File: src/rtl/load_store_unit_pkg.sv
// load_store_unit_pkg: shared size/error codes, FSM states and the legality check for the LSU
// Exports SZ_* size codes, ERR_* completion codes, lsu_state_e and is_illegal().
package load_store_unit_pkg;
  localparam logic [1:0] SZ_BYTE = 2'b00;
  localparam logic [1:0] SZ_HALF = 2'b01;
  localparam logic [1:0] SZ_WORD = 2'b10;
  localparam logic [1:0] SZ_ILL = 2'b11;
  localparam logic [1:0] ERR_NONE = 2'b00;
  localparam logic [1:0] ERR_ALIGN = 2'b01;
  localparam logic [1:0] ERR_TIMEOUT = 2'b10;
  typedef enum logic [1:0] {LSU_IDLE, LSU_RD, LSU_WR, LSU_DONE} lsu_state_e;
  function automatic logic is_illegal(input logic [1:0] size, input logic [1:0] lane);
    return size == SZ_ILL || (size == SZ_HALF && lane[0]) || (size == SZ_WORD && lane != 2'b00);
  endfunction
endpackage

File: src/rtl/load_store_unit_if.sv
// load_store_unit_if: pipeline request bus and word-addressed data-memory bus of the LSU
// master = the LSU (consumes mem_* requests, initiates dm_* accesses); slave = pipeline plus memory.
interface load_store_unit_if #(parameter int DM_AW = 10);
  logic mem_req, mem_we, mem_unsigned, mem_done;
  logic [1:0] mem_size, mem_err;
  logic [31:0] mem_addr, mem_wdata, mem_rdata;
  logic dm_req, dm_we, dm_ack;
  logic [DM_AW-1:0] dm_addr;
  logic [31:0] dm_wdata, dm_rdata;
  modport master (
    input mem_req, mem_we, mem_size, mem_unsigned, mem_addr, mem_wdata, dm_rdata, dm_ack,
    output mem_done, mem_rdata, mem_err, dm_req, dm_we, dm_addr, dm_wdata
  );
  modport slave (
    output mem_req, mem_we, mem_size, mem_unsigned, mem_addr, mem_wdata, dm_rdata, dm_ack,
    input mem_done, mem_rdata, mem_err, dm_req, dm_we, dm_addr, dm_wdata
  );
endinterface

File: src/rtl/load_store_unit_lane_align.sv
// lsu_lane_align: extracts/extends a load lane and merges store data into a memory word
// In: i_addr (byte lane), i_size, i_unsigned, i_word (memory word), i_wdata (right-aligned store data)
// Out: o_load (extended load value), o_merged (word with the addressed lane replaced)
module lsu_lane_align
  import load_store_unit_pkg::*;
(
  input  logic [1:0]  i_addr,
  input  logic [1:0]  i_size,
  input  logic        i_unsigned,
  input  logic [31:0] i_word,
  input  logic [15:0] i_wdata,
  output logic [31:0] o_load,
  output logic [31:0] o_merged
);
  logic [7:0] w_byte;
  logic [15:0] w_half;
  logic [31:0] w_mask, w_data;
  assign w_byte = 8'(i_word >> {i_addr, 3'b000});
  assign w_half = i_addr[1] ? i_word[31:16] : i_word[15:0];
  assign o_load = i_size == SZ_BYTE ? {{24{w_byte[7] & ~i_unsigned}}, w_byte} :
                  i_size == SZ_HALF ? {{16{w_half[15] & ~i_unsigned}}, w_half} : i_word;
  // replicate the store data across all lanes and let the mask pick the addressed one
  assign w_mask = i_size == SZ_BYTE ? 32'h0000_00ff << {i_addr, 3'b000} :
                  i_size == SZ_HALF ? (i_addr[1] ? 32'hffff_0000 : 32'h0000_ffff) : '1;
  assign w_data = i_size == SZ_BYTE ? {4{i_wdata[7:0]}} : {2{i_wdata}};
  assign o_merged = (i_word & ~w_mask) | (w_data & w_mask);
endmodule

File: src/rtl/load_store_unit.sv
// load_store_unit: MEM-stage initiator issuing word accesses with sub-word extraction and RMW stores
// Ports: clk, rst_n (async active-low), bus (load_store_unit_if.master: mem_* pipeline side, dm_* memory side)
module load_store_unit
  import load_store_unit_pkg::*;
#(
  parameter int DM_AW = 10,
  parameter int ACK_TIMEOUT = 15
) (
  input logic clk,
  input logic rst_n,
  load_store_unit_if.master bus
);
  lsu_state_e r_state, w_next;
  logic [1:0] r_lane, r_size, r_err;
  logic r_we, r_uns, r_dm_we;
  logic [15:0] r_wdata;
  logic [31:0] r_rdata, r_dm_wdata, w_load, w_merged;
  logic [DM_AW-1:0] r_dm_addr;
  logic [7:0] r_cnt;
  logic w_busy, w_tmo, w_accept, w_ill;
  assign w_busy = r_state == LSU_RD || r_state == LSU_WR;
  // an ack in the final allowed cycle still wins over the timeout
  assign w_tmo = w_busy && !bus.dm_ack && r_cnt == 8'(ACK_TIMEOUT - 1);
  assign w_accept = r_state == LSU_IDLE && bus.mem_req;
  assign w_ill = is_illegal(bus.mem_size, bus.mem_addr[1:0]);
  lsu_lane_align u_align (
    .i_addr(r_lane),
    .i_size(r_size),
    .i_unsigned(r_uns),
    .i_word(bus.dm_rdata),
    .i_wdata(r_wdata),
    .o_load(w_load),
    .o_merged(w_merged)
  );
  always_comb begin
    w_next = r_state;
    unique case (r_state)
      LSU_IDLE: w_next = !bus.mem_req ? LSU_IDLE : w_ill ? LSU_DONE :
                         (bus.mem_we && bus.mem_size == SZ_WORD) ? LSU_WR : LSU_RD;
      LSU_RD: w_next = bus.dm_ack ? (r_we ? LSU_WR : LSU_DONE) : w_tmo ? LSU_DONE : LSU_RD;
      LSU_WR: w_next = (bus.dm_ack || w_tmo) ? LSU_DONE : LSU_WR;
      default: w_next = LSU_IDLE;
    endcase
  end
  always_ff @(posedge clk or negedge rst_n) begin
    if (!rst_n) begin
      r_state <= LSU_IDLE;
      r_lane <= '0;
      r_size <= '0;
      r_err <= '0;
      r_we <= 1'b0;
      r_uns <= 1'b0;
      r_dm_we <= 1'b0;
      r_wdata <= '0;
      r_rdata <= '0;
      r_dm_wdata <= '0;
      r_dm_addr <= '0;
      r_cnt <= '0;
    end else begin
      r_state <= w_next;
      r_cnt <= (w_next != r_state) ? 8'd0 : r_cnt + 8'(w_busy);
      if (w_accept) begin
        r_lane <= bus.mem_addr[1:0];
        r_size <= bus.mem_size;
        r_we <= bus.mem_we;
        r_uns <= bus.mem_unsigned;
        r_wdata <= bus.mem_wdata[15:0];
        r_rdata <= '0;
        r_err <= w_ill ? ERR_ALIGN : ERR_NONE;
      end
      if (w_accept && !w_ill) begin
        r_dm_addr <= bus.mem_addr[DM_AW+1:2];
        r_dm_we <= w_next == LSU_WR;
      end
      if (w_accept && w_next == LSU_WR) r_dm_wdata <= bus.mem_wdata;
      if (r_state == LSU_RD && bus.dm_ack) begin
        if (r_we) begin
          r_dm_wdata <= w_merged;
          r_dm_we <= 1'b1;
        end else r_rdata <= w_load;
      end
      if (w_tmo) r_err <= ERR_TIMEOUT;
    end
  end
  assign bus.mem_done = r_state == LSU_DONE;
  assign bus.mem_rdata = r_rdata;
  assign bus.mem_err = r_err;
  assign bus.dm_req = w_busy;
  assign bus.dm_we = r_dm_we;
  assign bus.dm_addr = r_dm_addr;
  assign bus.dm_wdata = r_dm_wdata;
endmodule

File: src/flat_wrapper.sv
// flat-port wrapper written by rule: the top's interface ports become plain ports
module load_store_unit_flat import load_store_unit_pkg::*;
#(
  parameter int DM_AW = 10,
  parameter int ACK_TIMEOUT = 15
)
  (clk, rst_n, bus_mem_req, bus_mem_we, bus_mem_size, bus_mem_unsigned, bus_mem_addr, bus_mem_wdata, bus_dm_rdata, bus_dm_ack, bus_mem_done, bus_mem_rdata, bus_mem_err, bus_dm_req, bus_dm_we, bus_dm_addr, bus_dm_wdata);
  load_store_unit_if #(.DM_AW(DM_AW)) bus_i ();
  input logic clk;
  input logic rst_n;
  input wire logic [$bits(bus_i.mem_req)-1:0] bus_mem_req;
  input wire logic [$bits(bus_i.mem_we)-1:0] bus_mem_we;
  input wire logic [$bits(bus_i.mem_size)-1:0] bus_mem_size;
  input wire logic [$bits(bus_i.mem_unsigned)-1:0] bus_mem_unsigned;
  input wire logic [$bits(bus_i.mem_addr)-1:0] bus_mem_addr;
  input wire logic [$bits(bus_i.mem_wdata)-1:0] bus_mem_wdata;
  input wire logic [$bits(bus_i.dm_rdata)-1:0] bus_dm_rdata;
  input wire logic [$bits(bus_i.dm_ack)-1:0] bus_dm_ack;
  output wire logic [$bits(bus_i.mem_done)-1:0] bus_mem_done;
  output wire logic [$bits(bus_i.mem_rdata)-1:0] bus_mem_rdata;
  output wire logic [$bits(bus_i.mem_err)-1:0] bus_mem_err;
  output wire logic [$bits(bus_i.dm_req)-1:0] bus_dm_req;
  output wire logic [$bits(bus_i.dm_we)-1:0] bus_dm_we;
  output wire logic [$bits(bus_i.dm_addr)-1:0] bus_dm_addr;
  output wire logic [$bits(bus_i.dm_wdata)-1:0] bus_dm_wdata;
  assign bus_i.mem_req = bus_mem_req;
  assign bus_i.mem_we = bus_mem_we;
  assign bus_i.mem_size = bus_mem_size;
  assign bus_i.mem_unsigned = bus_mem_unsigned;
  assign bus_i.mem_addr = bus_mem_addr;
  assign bus_i.mem_wdata = bus_mem_wdata;
  assign bus_i.dm_rdata = bus_dm_rdata;
  assign bus_i.dm_ack = bus_dm_ack;
  assign bus_mem_done = bus_i.mem_done;
  assign bus_mem_rdata = bus_i.mem_rdata;
  assign bus_mem_err = bus_i.mem_err;
  assign bus_dm_req = bus_i.dm_req;
  assign bus_dm_we = bus_i.dm_we;
  assign bus_dm_addr = bus_i.dm_addr;
  assign bus_dm_wdata = bus_i.dm_wdata;
  load_store_unit #(.DM_AW(DM_AW), .ACK_TIMEOUT(ACK_TIMEOUT)) u_core (.clk(clk), .rst_n(rst_n), .bus(bus_i));
endmodule
File: config.mk
export PLATFORM = sky130hd
export DESIGN_NAME = load_store_unit_flat
export DESIGN_NICKNAME = d
export VERILOG_FILES = /design/src/rtl/load_store_unit_pkg.sv /design/src/rtl/load_store_unit_if.sv /design/src/rtl/load_store_unit_lane_align.sv /design/src/rtl/load_store_unit.sv /design/src/flat_wrapper.sv
export SDC_FILE = /design/constraint.sdc
export NUM_CORES = 1
export LEC_CHECK = 0
export CAP_MARGIN = 20
export CORE_UTILIZATION = 51
export CTS_CLUSTER_DIAMETER = 40
export DETAILED_ROUTE_END_ITERATION = 12
export PLACE_DENSITY = 0.87
export SYNTH_ARGS = -nofsm -noshare
export SYNTH_HDL_FRONTEND = slang
export SYNTH_HIERARCHICAL = 1
export SYNTH_SLANG_ARGS = --single-unit
File: constraint.sdc
create_clock -name clk -period 6.4 [get_ports clk]
set_clock_uncertainty 0.15 [all_clocks]
set_input_delay 0.64 -clock clk [delete_from_list [all_inputs] [get_ports clk]]
set_output_delay 0.64 -clock clk [all_outputs]
set_load 0.1 [all_outputs]
### After elaboration in Yosys (flattened, before gate mapping)

Cells that the tools add are included.
W data, S select, Z words.

| storage, ports and cells | value |
|---|---|
| register bits after elaboration | 109 |
| input bits | 104 |
| output and inout port bits | 79 |
| word-level logic and storage cells | 79 |

| cells by class | value |
|---|---|
| add/subtract/negate cells | 1 |
| equality and inequality tests | 10 |
| shifts and indexed selects | 2 |
| multiplexer cells | 28 |
| bitwise logic cells | 7 |
| reduce and logical (&&, ||, !) cells | 19 |

Operators by type and width:

| kind | count |
|---|---|
| $mux W32 | 12 |
| $and A32 B32 Y32 | 2 |
| $not A32 Y32 | 1 |
| $or A32 B32 Y32 | 1 |
| $shl A8 B5 Y32 const A | 1 |
| $shr A32 B5 Y8 | 1 |
| $mux W16 | 1 |
| $mux W2 | 7 |
| $eq A2 B2 Y1 const B | 5 |
| $logic_and A1 B1 Y1 | 9 |
| $add A8 B1 Y8 | 1 |
| $eq A8 B4 Y1 const B | 1 |
| $mux W8 | 1 |
| $eq A2 B1 Y1 const B | 3 |
| $mux W1 | 6 |
| $pmux W2 S3 | 1 |
| $logic_not A2 Y1 | 2 |
| $logic_or A1 B1 Y1 | 4 |
| $reduce_bool A2 Y1 | 2 |
| $and A1 B1 Y1 | 2 |
| $logic_not A1 Y1 | 2 |
| $ne A2 B2 Y1 | 1 |
| $not A1 Y1 | 1 |

### Longest topological paths before layout

Gate-level depths: netlist of run 1.

| depth | value |
|---|---|
| depth after elaboration | 12 |
| mapped depth | 9 |
| gate-level depth less buffers | 7 |

### By module

Netlist of run 1, hierarchy kept.

Modules (own cells, without submodules):

| module | times used | cells an instance | area each (µm²) | seq. area each (µm²) |
|---|---|---|---|---|
| load_store_unit | 1 | 431 | 4729.5 | 2727.6 |
| lsu_lane_align | 1 | 173 | 1108.6 | 0.0 |

### Least setup slack after synthesis of run 1

No wires, ideal clock.

| timing | value |
|---|---|
| path kind | flip-flop to flip-flop |
| start point | reg u_core.r_state[0] |
| end point | reg u_core.r_cnt[2] |
| library setup time | 0.150 ns |
| data arrival time | 2.697 ns |
| required time | 6.100 ns |
| setup slack | 3.403 ns |
| cell stages (with the launch flop) | 8 |
| path buffers | 0 |
| period minus slack after synthesis | 2.997 ns |
| path through | dfrtp_1 -> inv_1 -> ha_1 -> nor4b_2 -> nand4_1 -> o211ai_1 -> mux2i_1 -> nor3_1 |

| between the ends | value |
|---|---|
| cells in the longest elaborated chain, start to end | 9 |
| elaborated cells on any way between the ends | 14 |
| classes of those cells | add/sub (1); eq/ne (3); mux (5); reduce/logical (5) |

Ends and longest elaborated chain:

| what | line | source |
|---|---|---|
| start, declared | load_store_unit.sv:13 | `lsu_state_e r_state, w_next;` |
| start signal, assigned | load_store_unit.sv:60 | `r_state <= w_next;` |
| $eq A2 B1 Y1 / $eq A2 B2 Y1 (equally long branches) | load_store_unit.sv:21 | `assign w_busy = r_state == LSU_RD \|\| r_state == LSU_WR;` |
| $logic_or A1 B1 Y1 (*) | load_store_unit.sv:21 |  |
| named net bus_dm_req | flat_wrapper.sv:22 | `output wire logic [$bits(bus_i.dm_req)-1:0] bus_dm_req;` |
| $logic_and A1 B1 Y1 (2 in series) | load_store_unit.sv:23 | `assign w_tmo = w_busy && !bus.dm_ack && r_cnt == 8'(ACK_TIMEOUT - 1);` |
| $mux W2 / $logic_or A1 B1 Y1 (equally long branches) | load_store_unit.sv:40, load_store_unit.sv:41 |  |
| $mux W2 / $mux W1 (equally long branches) | load_store_unit.sv:40, load_store_unit.sv:41 |  |
| $pmux W2 S3 | load_store_unit.sv:37 | `unique case (r_state)` |
| $ne A2 B2 Y1 | load_store_unit.sv:61 | `r_cnt <= (w_next != r_state) ? 8'd0 : r_cnt + 8'(w_busy);` |
| $mux W8 (*) | load_store_unit.sv:61 |  |
| end signal, assigned | load_store_unit.sv:61 |  |
| end, declared | load_store_unit.sv:19 | `logic [7:0] r_cnt;` |

Mark *: on every way through the listed nets, which the timed path passes. The rest lies on a longest branch.
A chain may end at the register's enable or synchronous reset.

### Worst setup path in the final report of run 1

| timing | value |
|---|---|
| start point | reg u_core.r_state[0] |
| end point | out bus_dm_req |

| between the ends | value |
|---|---|
| cells in the longest elaborated chain, start to end | 2 |
| elaborated cells on any way between the ends | 3 |
| classes of those cells | eq/ne (2); reduce/logical (1) |

Ends and longest elaborated chain:

| what | line |
|---|---|
| $eq A2 B1 Y1 / $eq A2 B2 Y1 (equally long branches) | load_store_unit.sv:21 |
| $logic_or A1 B1 Y1 (*) | load_store_unit.sv:21 |
| end, declared | flat_wrapper.sv:22 |

Mark *: on every way between the ends. The rest lies on a longest branch, timed or not.

==> reports/metrics.cfg, run 1 <==
[floorplan]
die_area_um2=11900
rows=38
ios=183
die_h_um=109
start_util_pct=53.2
chipWidth_um=109
fp.coreArea_um2=11000

[clock_network]
cts_root_buf=clkbuf_16
cts_resized=0
cts_hold_buf=0
cts_buffers=9
cts_tree=yes
clock_latency_ns=0.35
max-clock-path-buffers=2
clock_sinks=109
htree_levels=3
cts_setup_buffers=0
cts.clk_slew.worst_paths_ns=0.08

[placed_design]
port_buffers=162
hpwlAfterDp_mm=12.1
routabilityCongestion=0.936

[drt]
wl_mm=16.5
route.detailed.drc=0
wire_per_inst_um=18.5
drtIter0Drc=527
ant_nets=0
drt_pass1_iterations=5
via_per_inst=5.85
vias=5201

[global_route]
grtUsageMet3_pct=7.95
first_global_vias=5159
track_usage_pct=28.3
gr-max-usage-layer=met2
use_met1_pct=36.3
grt_first_pass_wirelength_mm=25.9
use_met2_pct=45.5
overflow=0
grt_max_degree=76
antenna_found_initial=0

[synth]
yosysWarnings=6
synth_fp_nets=714
syn_inst=604
yosysSeqAreaShare_pct=46.7
synthArstFlopShare_pct=100
synth_xor_area_share_pct=0.750
syn_area_um2=5840
synth-simple-area-share_pct=16.0
synth-edff-count=0
yosys-mux-area-fraction_pct=18.2
synth_top_family_by_area=multiplexers
synth_compound_area_share_pct=13.7
ys.flop_type=dfrtp_1
ys_seq_elements=109
ys_types=48
synthAdderAreaFrac_pct=1.29
avgSynthCellArea_um2=9.67

[layout]
layout_common_cells=161 x clkdlybuf4s50_1, 151 x nand2_1, 109 x dfrtp_1
area_delta_synth_final_pct=34.1
final_common_cell=clkdlybuf4s50_1
drive_gt1_share_pct=13.1
diodes=0
fin_nets=854
fillers=793

[worst_setup_path]
cp-end-kind=output port
critical_path.cell_chain=inv_1 > ha_1 > clkdlybuf4s50_1
cp_slowest_cell=clkdlybuf4s50_1
slowest_delay_ns=1.15
cp.required_ns=5.61
critPathKind=reg2out
crit_arrival_ns=2.42
crit_fanout=7
r2r_cells=8
critPathLaunchType=register

[sta]
setup_viol=0
finalCriticalPeriod_ns=3.21
slew_headroom_pct=27.1
final.setup.tns_ns=0
fmax_ghz=0.312
fin_crit_sh_pct=50.1
hold_viol=0
drv_slew=0
worstMarginPinSlew_ns=1.09
rsz0062_at_grt=no

[worst_hold_path]
min_path_type=in2async

[status]
outcome=complete, no violations

[job]
drv_cap=0

==> through the flow <==
stage | hold WS [ns] | cell area, um^2 | utilization (%) | cells | worst slack, ns
floorplan | 0.194 | 5840 | - | 604 | 3.40
global placement | 0.312 | 7490 | 68.2 | 871 | 2.95
detailed placement | 0.324 | 7510 | 68.3 | 872 | 3.25
CTS | 0.0827 | 7810 | 71.1 | 888 | 3.19
global route | 0.0980 | 7830 | 71.3 | 889 | 3.14
finish | 0.0700 | 7830 | 71.3 | 889 | 3.19
==> synthesized netlist by cell type, types with 2 or more instances <==
cell type	n	area, um^2
nand2_1	152	571
dfrtp_1	109	2730
mux2_2	56	631
o21ai_0	46	230
mux2i_1	41	410
o21ai_1	31	155
clkbuf_1	25	93.8
a21oi_1	21	105
nor2_1	21	78.8
a22oi_1	14	105
nor3_1	9	45.0
a22o_1	7	61.3
buf_2	6	30.0
ha_1	6	75.1
buf_4	4	30.0
inv_1	4	15.0
nand4_1	4	25.0
xor2_1	4	35.0
and2_1	3	18.8
and3_1	3	18.8
nor2b_1	3	18.8
o211ai_1	3	22.5
buf_6	2	22.5
nand3b_1	2	15.0
nor2_4	2	22.5
nor3b_2	2	25.0
nor4b_2	2	30.0
o21ai_2	2	17.5
==> state kept, by name, indices dropped and copies added (netlist names), 8 cells and up <==
signal                flops
u_core/bus.dm_wdata      32
u_core/r_cnt              8
u_core/r_wdata           16
u_core/bus.dm_addr       10
u_core/bus.mem_rdata     32
==> worst paths after layout <==
kind / startpoint / endpoint / slack (ns)
max reg2reg: u_core/r_state[0] / u_core/bus.dm_wdata[25] / 3.56
min in group clk: u_core/bus.mem_err[1] / u_core/bus.mem_err[1] / 0.33
max in group asynchronous: rst_n / u_core/bus.mem_rdata[12] / 4.74
min: rst_n / u_core/bus.dm_addr[1] / 0.07
min reg2reg: u_core/bus.mem_err[1] / u_core/bus.mem_err[1] / 0.33
max: u_core/r_state[0] / bus_dm_req / 3.19
==> critical path, delay by kind of cell (launching register included) <==
kind       cells  cell delay [ns]
buf+inv        2             1.26
fa+ha+maj      1             0.35
flops          1             0.46
==> cell families (layout without fill, tap and decap cells) <==
group	Yosys count	after routing
and+or+nand+nor	210	210
AOI/OAI and AO/OA	133	133
DFF	109	109
muxes	98	98
buffers and inverters	43	188
adders and majority gates	6	6
xor gates and xnor gates	5	5
==> routing by layer <==
layer / routed length, um / up-vias
met5: 0 / -
met4: 482 / 0
met3: 1450 / 43
li1: - / 2381
met2: 8060 / 280
met1: 6490 / 2497
==> area by class of cell <==
| cell class | count | area [um^2] | area share (%) |
|---|---|---|---|
| Multi-Input combinational cell | 452 | 2920 | 37.3 |
| Clock inverter | 6 | 76.3 | 0.975 |
| Clock buffer | 10 | 229 | 2.92 |
| Tap cell | 140 | 175 | 2.24 |
| Inverter | 5 | 18.8 | 0.240 |
| Timing Repair Buffer | 167 | 1680 | 21.5 |
| Sequential cell | 109 | 2730 | 34.8 |
Power of run 1 is left out: the tool's default activity adds up to more than one toggle a clock period on the data nets, which glitch-free logic cannot reach.
==> run 2: changes to the inputs <==
Settings changed: CORE_UTILIZATION 51 to 47, PLACE_DENSITY 0.87 to 0.81.
Clock period 6.4 ns to 2.95 ns, I/O delays scaled along.
==> reports/metrics.cfg, run 2 (synthesis gave the netlist of run 1 again) <==
[status]
outcome=complete, no violations

[floorplan]
die_area_um2=12900
start_util_pct=48.4
rows=40
chipWidth_um=113
fp.coreArea_um2=12100
die_h_um=113
ios=183

[sta]
slew_headroom_pct=31.6
drv_slew=0
fin_crit_sh_pct=87.8
finalCriticalPeriod_ns=2.59
worstMarginPinSlew_ns=1.02
layout_setup_ws_ns=0.360
final.setup.tns_ns=0
rsz0062_at_grt=no
setup_viol=0
hold_viol=0
fmax_ghz=0.386

[drt]
wl_mm=15.9
ant_nets=0
drtIter0Drc=429
vias=5064
via_per_inst=5.49
route.detailed.drc=0
wire_per_inst_um=17.2
drt_pass1_iterations=5

[clock_network]
clock_sinks=109
cts_buffers=9
cts_hold_buf=1
cts.clk_slew.worst_paths_ns=0.07
htree_levels=3
cts_root_buf=clkbuf_16
max-clock-path-buffers=2
clock_latency_ns=0.35
cts_tree=yes
cts_resized=0
cts_setup_buffers=0

[worst_setup_path]
crit_arrival_ns=2.70
crit_fanout=8
r2r_setup_slack_ns=0.36
critPathKind=reg2reg
r2r_start=u_core/r_state[1]
r2r_cells=7
critPathLaunchType=register
cp-end-kind=register
r2r-end=u_core/r_cnt[2]
cp.required_ns=3.06

[layout]
final_common_cell=nand2_1
layout_common_cells=151 x nand2_1, 109 x dfrtp_1, 86 x buf_4
drive_gt1_share_pct=24.3
fin_nets=859
diodes=0
fillers=997
area_delta_synth_final_pct=31.8

[worst_hold_path]
whs_path_depth=1
min_path_type=reg2reg
min_delay_worst_endpoint=u_core/bus.mem_err[1]
hold_path.startpoint=u_core/bus.mem_err[1]

[placed_design]
place_ws_ns=0.363
routabilityCongestion=0.932
port_buffers=162
hpwlAfterDp_mm=11.8

[job]
drv_cap=0

[global_route]
track_usage_pct=25.5
antenna_found_initial=0
grt_max_degree=65
first_global_vias=4929
grt_first_pass_wirelength_mm=25.5
overflow=0

## run 2: layer usage
| metal | vias to the layer above | global-route usage [%] | share of wire [%] |
|---|---|---|---|
| met5 | - | 0 | 0 |
| met4 | 0 | 12.5 | 3.8 |
| met3 | 44 | 4.36 | 6.0 |
| met2 | 214 | 38.6 | 47 |
| met1 | 2416 | 35.5 | 44 |
| li1 | 2390 | - | - |
## run 2: worst max-delay path by stage
| stage | from | end | slack (ns) | cells after the start |
|---|---|---|---|---|
| global route | u_core/r_state[0] | u_core/bus.dm_wdata[22] | 0.17 | 8 |
| detailed placement | bus_dm_ack | u_core/bus.dm_wdata[3] | 0.36 | 7 |
| finish | u_core/r_state[1] | u_core/r_cnt[2] | 0.36 | 7 |
| floorplan | u_core/r_state[0] | u_core/r_cnt[2] | 0.21 | 7 |
| CTS | u_core/r_state[0] | u_core/bus.dm_wdata[3] | 0.36 | 8 |
| global placement | bus_dm_ack | u_core/bus.dm_wdata[23] | 0.46 | 7 |
## run 2: final cells by class
| cell class | count | area, um^2 | share of cell area (%) |
|---|---|---|---|
| clock inverters | 6 | 38.8 | 0.504 |
| well taps | 168 | 210 | 2.73 |
| repair buffers | 172 | 1540 | 20.0 |
| clock buffers | 10 | 239 | 3.11 |
| flip-flops and latches | 109 | 2730 | 35.4 |
| multi-input cells | 452 | 2930 | 38.0 |
| inverters | 5 | 18.8 | 0.244 |
## run 2: worst max-delay path: stages, from the launching register on
cell and delay (ns):
dfrtp_1 0.44, inv_1 0.15, ha_2 0.32, nor4b_2 0.19
a41o_1 0.28, or4_4 0.49, a31o_4 0.29, nor3_1 0.20
## run 2: stage by stage
step	hold WS (ns)	utilization, %	std cells	cell area, um^2
finish	0.335	63.8	922	7700
global route	0.363	63.8	922	7700
CTS	0.340	63.8	922	7700
detailed placement	0.263	61.4	905	7410
global placement	0.242	61.4	905	7410
floorplan	-0.151	-	604	5840
Power of run 2 is left out for the same reason.
==> run 3: changes to the inputs <==
Settings changed: CTS_CLUSTER_DIAMETER 40 to 100, PLACE_DENSITY 0.81 to unset, PLACE_DENSITY_LB_ADDON set to 0.25.
==> reports/metrics.cfg, run 3 (synthesis gave the netlist of run 1 again) <==
[sta]
hold_slack_ns=0.277
fin_crit_sh_pct=86.4
rsz0062_at_grt=no
setup_viol=0
slew_headroom_pct=48.7
fmax_ghz=0.392
final.setup.tns_ns=0
finalCriticalPeriod_ns=2.55
drv_slew=0
worstMarginPinSlew_ns=0.770
hold_viol=0

[clock_network]
cts_buffers=9
max-clock-path-buffers=2
cts_setup_buffers=0
cts_hold_buf=1
cts_resized=0
cts_tree=yes
htree_levels=3
clock_latency_ns=0.35
cts_root_buf=clkbuf_16
clock_sinks=109
cts.clk_slew.worst_paths_ns=0.07

[job]
drv_cap=0

[drt]
vias=5022
ant_nets=0
drtIter0Drc=475
wl_mm=15.8
via_per_inst=5.44
drt_pass1_iterations=5
wire_per_inst_um=17.2
route.detailed.drc=0

[worst_setup_path]
critPathKind=reg2reg
cp.required_ns=3.03
cp-end-kind=register
crit_arrival_ns=2.63
critPathLaunchType=register
r2r_setup_slack_ns=0.40
r2r-end=u_core/bus.dm_wdata[30]
r2r_cells=8
r2r_start=u_core/r_state[0]
crit_fanout=32

[global_route]
overflow=0
antenna_found_initial=0
grt_first_pass_wirelength_mm=25.1
grt_max_degree=77
track_usage_pct=25.3
first_global_vias=4822

[layout]
layout_common_cells=151 x nand2_1, 109 x dfrtp_1, 87 x buf_4
diodes=0
final_common_cell=nand2_1
fin_nets=860
area_delta_synth_final_pct=32.1
drive_gt1_share_pct=24.2

[floorplan]
start_util_pct=48.4
fp.coreArea_um2=12100
ios=183
die_area_um2=12900
chipWidth_um=113
die_h_um=113
rows=40

[placed_design]
hpwlAfterDp_mm=11.8
port_buffers=162
routabilityCongestion=0.891

[worst_hold_path]
min_path_type=in2async

[status]
outcome=complete, no violations

run 3: cell count changes in the layout (fill, tap and decap cells not counted):
cell	previous run	this run
clkinvlp_4	2	3
clkinv_4	1	0
buf_4	86	87
clkinv_2	3	0
o21ai_1	32	31
clkbuf_1	0	1
inv_6	0	1
clkbuf_8	1	2
o21ai_0	45	46
run 3: worst max-delay path, stage by stage (launching register included):
cell	delay (ns)
dfrtp_1	0.44
inv_1	0.11
ha_2	0.35
nor4b_2	0.35
a41oi_1	0.22
nand4_1	0.19
buf_12	0.26
mux2i_1	0.25
o21ai_1	0.07
run 3: worst max-delay path by stage:
stage | startpoint | end | slack (ns) | cells after the start
after floorplan | u_core/r_state[0] | u_core/r_cnt[2] | 0.21 | 7
after global placement | u_core/r_state[0] | u_core/r_cnt[7] | 0.48 | 7
final | u_core/r_state[0] | u_core/bus.dm_wdata[30] | 0.40 | 8
after global routing | u_core/r_state[0] | u_core/bus.dm_wdata[25] | 0.24 | 8
after CTS | u_core/r_state[0] | u_core/r_cnt[3] | 0.40 | 7
after detailed placement | u_core/r_state[0] | u_core/r_cnt[4] | 0.41 | 7
run 3: area by class of cell:
cell class                 instances  area, um^2
tap                              168         210
clock inverter                     4        31.3
fill                            1000        4350
inverter                           5        18.8
sequential                       109        2730
clock buffer                      12         256
multi-input combinational        452        2930
timing repair buffer             173        1540
run 3: through the flow:
step	instance area, um^2	worst slack (ns)	utilization, %	instances
after floorplan	5840	0.212	-	604
after global placement	7420	0.484	61.5	906
after detailed placement	7420	0.412	61.5	906
after CTS	7710	0.402	64.0	923
after global routing	7710	0.239	64.0	923
final	7710	0.401	64.0	923
run 3: per-layer routing:
| layer | part of all wire [%] | track usage, % | vias to the layer above |
|---|---|---|---|
| met5 | 0 | 0 | - |
| met4 | 1.3 | 8.07 | 0 |
| met3 | 7.9 | 5.90 | 14 |
| met2 | 47 | 40.7 | 188 |
| met1 | 44 | 34.0 | 2423 |
| li1 | - | - | 2397 |
Power of run 3 is left out for the same reason.
